===== src/rtl/xs3_to_bin_seq.sv =====
// ---------------------------------------------------------------------------
// xs3_to_bin_seq
// Serial excess-3 to binary decoder. XS-3 digits arrive most-significant first
// over a valid/ready handshake. They are accumulated into a binary value. The
// value is presented with an error flag over a second valid/ready handshake.
//
// Optional feature:
//   XS3_LEGACY_ZERO_EN - when defined, code 0000 decodes as decimal 0 without
//                        error. This supports encoders that blank a leading
//                        digit. When undefined, 0000 is an illegal code.
//
// Ports:
//   clk        rising-edge clock
//   rst_n      asynchronous active-low reset
//   in_valid   in_digit/in_last valid
//   in_ready   decoder can accept a digit (state==ACC, low during reset)
//   in_digit   XS-3 coded digit, 0011..1100 legal
//   in_last    final digit of the current number
//   out_valid  result available (state==HOLD)
//   out_ready  consumer accepts result
//   out_bin    decoded binary value (0 when out_err)
//   out_err    illegal code or digit-count overflow in this number
// ---------------------------------------------------------------------------
module xs3_to_bin_seq #(
  parameter int unsigned NDIG  = 3,
  parameter int unsigned OUT_W = 10
) (
  input  logic             clk,
  input  logic             rst_n,
  input  logic             in_valid,
  output logic             in_ready,
  input  logic [3:0]       in_digit,
  input  logic             in_last,
  output logic             out_valid,
  input  logic             out_ready,
  output logic [OUT_W-1:0] out_bin,
  output logic             out_err
);

  localparam int unsigned CNT_W = $clog2(NDIG + 1);
  localparam int unsigned MUL_W = OUT_W + 4;

  localparam logic [0:0] ST_ACC  = 1'b0;
  localparam logic [0:0] ST_HOLD = 1'b1;

  logic [0:0]       state_q, state_d;
  logic [OUT_W-1:0] acc_q;
  logic [CNT_W-1:0] cnt_q;
  logic             err_q;
  logic [OUT_W-1:0] out_bin_q;
  logic             out_err_q;

  logic             accept;
  logic             handshake;
  logic             code_legal;
  logic             zero_code;
  logic             ovf;
  logic [3:0]       digit_val;
  logic [OUT_W-1:0] acc_upd;
  logic [CNT_W-1:0] cnt_upd;
  logic             err_upd;

  // Ready is gated by rst_n so it stays low while reset is asserted.
  assign in_ready  = rst_n & (state_q == ST_ACC);
  assign out_valid = (state_q == ST_HOLD);
  assign out_bin   = out_bin_q;
  assign out_err   = out_err_q;

  assign accept    = in_valid & in_ready;
  assign handshake = out_valid & out_ready;

  // Digit decode and accumulator update for the digit currently offered.
  always_comb begin
    code_legal = (in_digit >= 4'd3) && (in_digit <= 4'd12);
`ifdef XS3_LEGACY_ZERO_EN
    zero_code  = (in_digit == 4'd0);
`else
    zero_code  = 1'b0;
`endif
    // Illegal codes and the legacy zero both contribute 0.
    digit_val  = code_legal ? (in_digit - 4'd3) : 4'd0;
    ovf        = (cnt_q == CNT_W'(NDIG));
    // An overflowing digit leaves acc alone. cnt saturates so it cannot wrap.
    acc_upd    = ovf ? acc_q
                     : OUT_W'(MUL_W'(acc_q) * MUL_W'(10) + MUL_W'(digit_val));
    cnt_upd    = ovf ? cnt_q : (cnt_q + CNT_W'(1));
    err_upd    = err_q | ~(code_legal | zero_code) | ovf;
  end

  // State register.
  always_ff @(posedge clk or negedge rst_n) begin
    if (!rst_n) state_q <= ST_ACC;
    else        state_q <= state_d;
  end

  // Next-state logic.
  always_comb begin
    state_d = state_q;
    case (state_q)
      ST_ACC:  if (accept && in_last) state_d = ST_HOLD;
      ST_HOLD: if (out_ready)         state_d = ST_ACC;
      default:                        state_d = ST_ACC;
    endcase
  end

  // Accumulator, sticky error and result registers.
  always_ff @(posedge clk or negedge rst_n) begin
    if (!rst_n) begin
      acc_q     <= '0;
      cnt_q     <= '0;
      err_q     <= 1'b0;
      out_bin_q <= '0;
      out_err_q <= 1'b0;
    end else if (accept) begin
      acc_q <= acc_upd;
      cnt_q <= cnt_upd;
      err_q <= err_upd;
      if (in_last) begin
        out_bin_q <= err_upd ? '0 : acc_upd;
        out_err_q <= err_upd;
      end
    end else if (handshake) begin
      acc_q <= '0;
      cnt_q <= '0;
      err_q <= 1'b0;
    end
  end

endmodule


===== config.mk =====
export PLATFORM = sky130hd
export DESIGN_NAME = xs3_to_bin_seq
export DESIGN_NICKNAME = d
export VERILOG_FILES = /design/src/rtl/xs3_to_bin_seq.sv
export SDC_FILE = /design/constraint.sdc
export NUM_CORES = 1
export LEC_CHECK = 0
export CAP_MARGIN = 20
export CORE_MARGIN = 10
export CORE_UTILIZATION = 50
export DETAILED_ROUTE_END_ITERATION = 8
export GPL_TIMING_DRIVEN = 0
export PLACE_DENSITY_LB_ADDON = 0.05
export SLEW_MARGIN = 20
export SYNTH_ARGS = -nofsm -noshare
export SYNTH_HDL_FRONTEND = slang
export SYNTH_SLANG_ARGS = --single-unit

===== constraint.sdc =====
create_clock -name clk -period 6.35 [get_ports clk]
set_input_delay 1.5875 -clock clk [delete_from_list [all_inputs] [get_ports clk]]
set_output_delay 1.5875 -clock clk [all_outputs]
set_load 0.01 [all_outputs]

==> impl_metrics.tcl <==
set metrics [dict create \
    critPathLaunchType "primary input" \
    holdWs_ns 0.494 \
    final_nets 207 \
    critPathTopFamily "buffers and inverters" \
    skew_ns 0.00331 \
    area_growth_pct 19.2 \
    switchingPower_mw 0.298 \
    routedWlPerCell_um 14.6 \
    synth_ff_type "dfrtp_1" \
    rows 19 \
    fin_setup_tns_ns 0 \
    seqPwrFrac_pct 34.4 \
    syn_nets 181 \
    power_mw 0.732 \
    vdd_drop_max_v 0.000290 \
    tritoncts "yes" \
    multi_input_area_um2 822 \
    final_area_um2 1740 \
    routabilityCongestion 0.791 \
    fmax_mhz 226 \
    combPwrFrac_pct 54.7 \
    drive_gt1_share_pct 5.06 \
    n_antenna_cell 0 \
    register_area_um2 601 \
    leakage_nw 0.884 \
    ys_ff_latch 24 \
    run_status "completed" \
    synth_edf_count 0 \
    p_int_mw 0.434 \
    cts_root_buf "clkbuf_4" \
    boundaryPins 22 \
    ant_nets 0 \
    antenna_found_initial 0 \
    synthesis.area_um2 1460 \
    dp.cells 205 \
    cts_max_level 1 \
    avgSynthCellArea_um2 9.56 \
    critPathBufInv 2 \
    numClockSinks 24 \
    drt-total-wl_mm 3.06 \
    hold_path.class "reg -> reg" \
    rsz0062_at_grt "false" \
    synth_seq_area_share_pct 41.1 \
    max_slew_margin_pct 64.9 \
    fin_crit_sh_pct 69.7 \
    clk_latency_ns 0.31 \
    initial_core_util_pct 52.6 \
    drc 0 \
    dieWidth_um 74.1 \
    critPathKind "in -> out" \
    cpPeakStageDelay_ns 0.56 \
    io_buffers 21 \
    synth_cells 153 \
    drv_slew 0 \
    endpoint_kind "primary output" \
    p_sw_share_pct 40.7 \
    finalSetupViolations 0 \
    r2r_slack_ns 3.69 \
    cp.required_ns 4.76 \
    fillerInstances 249 \
    slowest_stage "clkdlybuf4s50_1" \
    grt.total_usage_pct 12.1 \
    grt_max_degree 26 \
    hpwl_mm 2.50 \
    ys_async_sr_fraction_pct 100 \
    worst-path-max-fanout 25 \
    cp.arrival_ns 2.84 \
    p_per_area_nw_per_um2 420 \
    max_slew.worst_pin.slew_ns 0.526 \
    cts_inserted_buffers 3 \
    core_um2 2780 \
    crit_chain "buf_2 > and2b_1 > clkdlybuf4s50_1" \
    drtIter0Drc 48 \
    grt_pass1_vias 1164 \
    cts_hold_buffers 0 \
    finalNonFillerCells 209 \
    maxCapViolations 0 \
    dr.pass1.iters 6 \
    grt_pass1_wl_mm 5.33 \
    dpl_cell_area_um2 1710 \
    synth_cell_type_count 26 \
    die_area_um2 5490 \
    cts_setup_buffers 0 \
    clockPowerShare_pct 11.0 \
    finalHoldViolCount 0 \
    fp.dieH_um 74.1 \
    fin_crit_ns 4.42 \
    cts.repair.resized 0 \
    grt_overflow 0 \
    vias_per_cell 5.38 \
    ys_warn_count 0 \
    vias 1124 \
    clkTransAtPathRegs_ns 0.13 \
    clockBufferDepth 2 \
]
## stage by stage
| stage | setup WS [ns] | utilization [%] |
|---|---|---|
| after floorplan | 2.50 | - |
| after global placement | 1.09 | 61.5 |
| after detailed placement | 1.06 | 61.5 |
| after CTS | 1.06 | 62.8 |
| after global routing | 1.81 | 62.7 |
| final | 1.93 | 62.7 |
## layout make-up
cell class | count | share of cell area (%)
plain buffers | 5 | 1.22
clock buffers | 4 | 2.08
inverters | 5 | 1.08
multi-input cells | 119 | 47.2
flip-flops and latches | 24 | 34.5
well taps | 31 | 2.23
repair buffers | 21 | 11.8
## cells in the mapped netlist, drive strengths merged (2+ instances only)
cell	count	area [um^2]
a21o	4	30.0
nand2	21	81.3
a21oi	7	35.0
xnor2	6	52.6
nor2	12	45.0
fa	2	40.0
clkbuf	3	11.3
nand3	14	70.1
o21ai	17	85.1
o31ai	2	15.0
a22o	2	17.5
inv	5	18.8
ha	17	213
xor2	7	61.3
buf	2	10.0
dfrtp	24	601
## layout by cell type, fill, tap and decap left out, drive strengths merged, types with 3 or more instances in the layout
cell / n
clkdlybuf4s50: 20
a21oi: 7
nand2: 21
a21o: 4
dfrtp: 24
xnor2: 6
o21ai: 17
nand3: 14
nor2: 12
ha: 17
buf: 3
xor2: 7
clkbuf: 7
inv: 5
## worst reg2reg max path, stage by stage (launching register included)
cell,delay (ns)
dfrtp_1,0.47
ha_1,0.32
ha_1,0.24
fa_1,0.41
a21o_1,0.18
a21oi_1,0.17
xnor2_1,0.18
nand3_1,0.14
xnor3_1,0.38
o21ai_1,0.12
## cells by family (layout without fill, tap and decap cells)
logic type	count (synthesis)	after routing	synth area share [%]
and+or+nand+nor	53	53	16.3
AOI/OAI and AO/OA	33	33	13.3
DFF	24	24	41.1
adders and majority gates	19	19	17.3
xor gates and xnor gates	14	14	9.32
buffers and inverters	10	35	2.74
## state kept, by name, summed over array words and instances (netlist names)
name and flops:
cnt_q 2, out_err 1, out_bin 10, err_q 1
acc_q 9, out_valid 1
## final timing paths
| kind | startpoint | endpoint | cells after the start |
|---|---|---|---|
| min in group asynchronous | rst_n | acc_q[7] | 1 |
| setup reg to reg | acc_q[1] | out_bin[9] | 9 |
| max in group asynchronous | rst_n | out_bin[2] | 1 |
| hold / removal | out_bin[7] | out_bin[7] | 2 |
| setup / recovery | rst_n | in_ready | 3 |
| hold reg to reg | out_bin[7] | out_bin[7] | 2 |
## power by group through the flow
stage	Sequential (mW)	Clock [mW]	Combinational, mW
after floorplan	0.260	0	0.258
after global placement	0.254	0	0.391
after detailed placement	0.257	0	0.407
after CTS	0.253	0.0828	0.408
after global routing	0.263	0.0888	0.453
final	0.252	0.0803	0.400
## layer usage
| metal | up-vias | global-route usage [%] | part of all wire [%] |
|---|---|---|---|
| met5 | - | 0 | 0 |
| met4 | 0 | 3.93 | 1.2 |
| met3 | 4 | 3.99 | 4.8 |
| met2 | 20 | 20.5 | 53 |
| met1 | 524 | 14.0 | 41 |
| li1 | 576 | - | - |
Power figures use the tool's default switching activity.
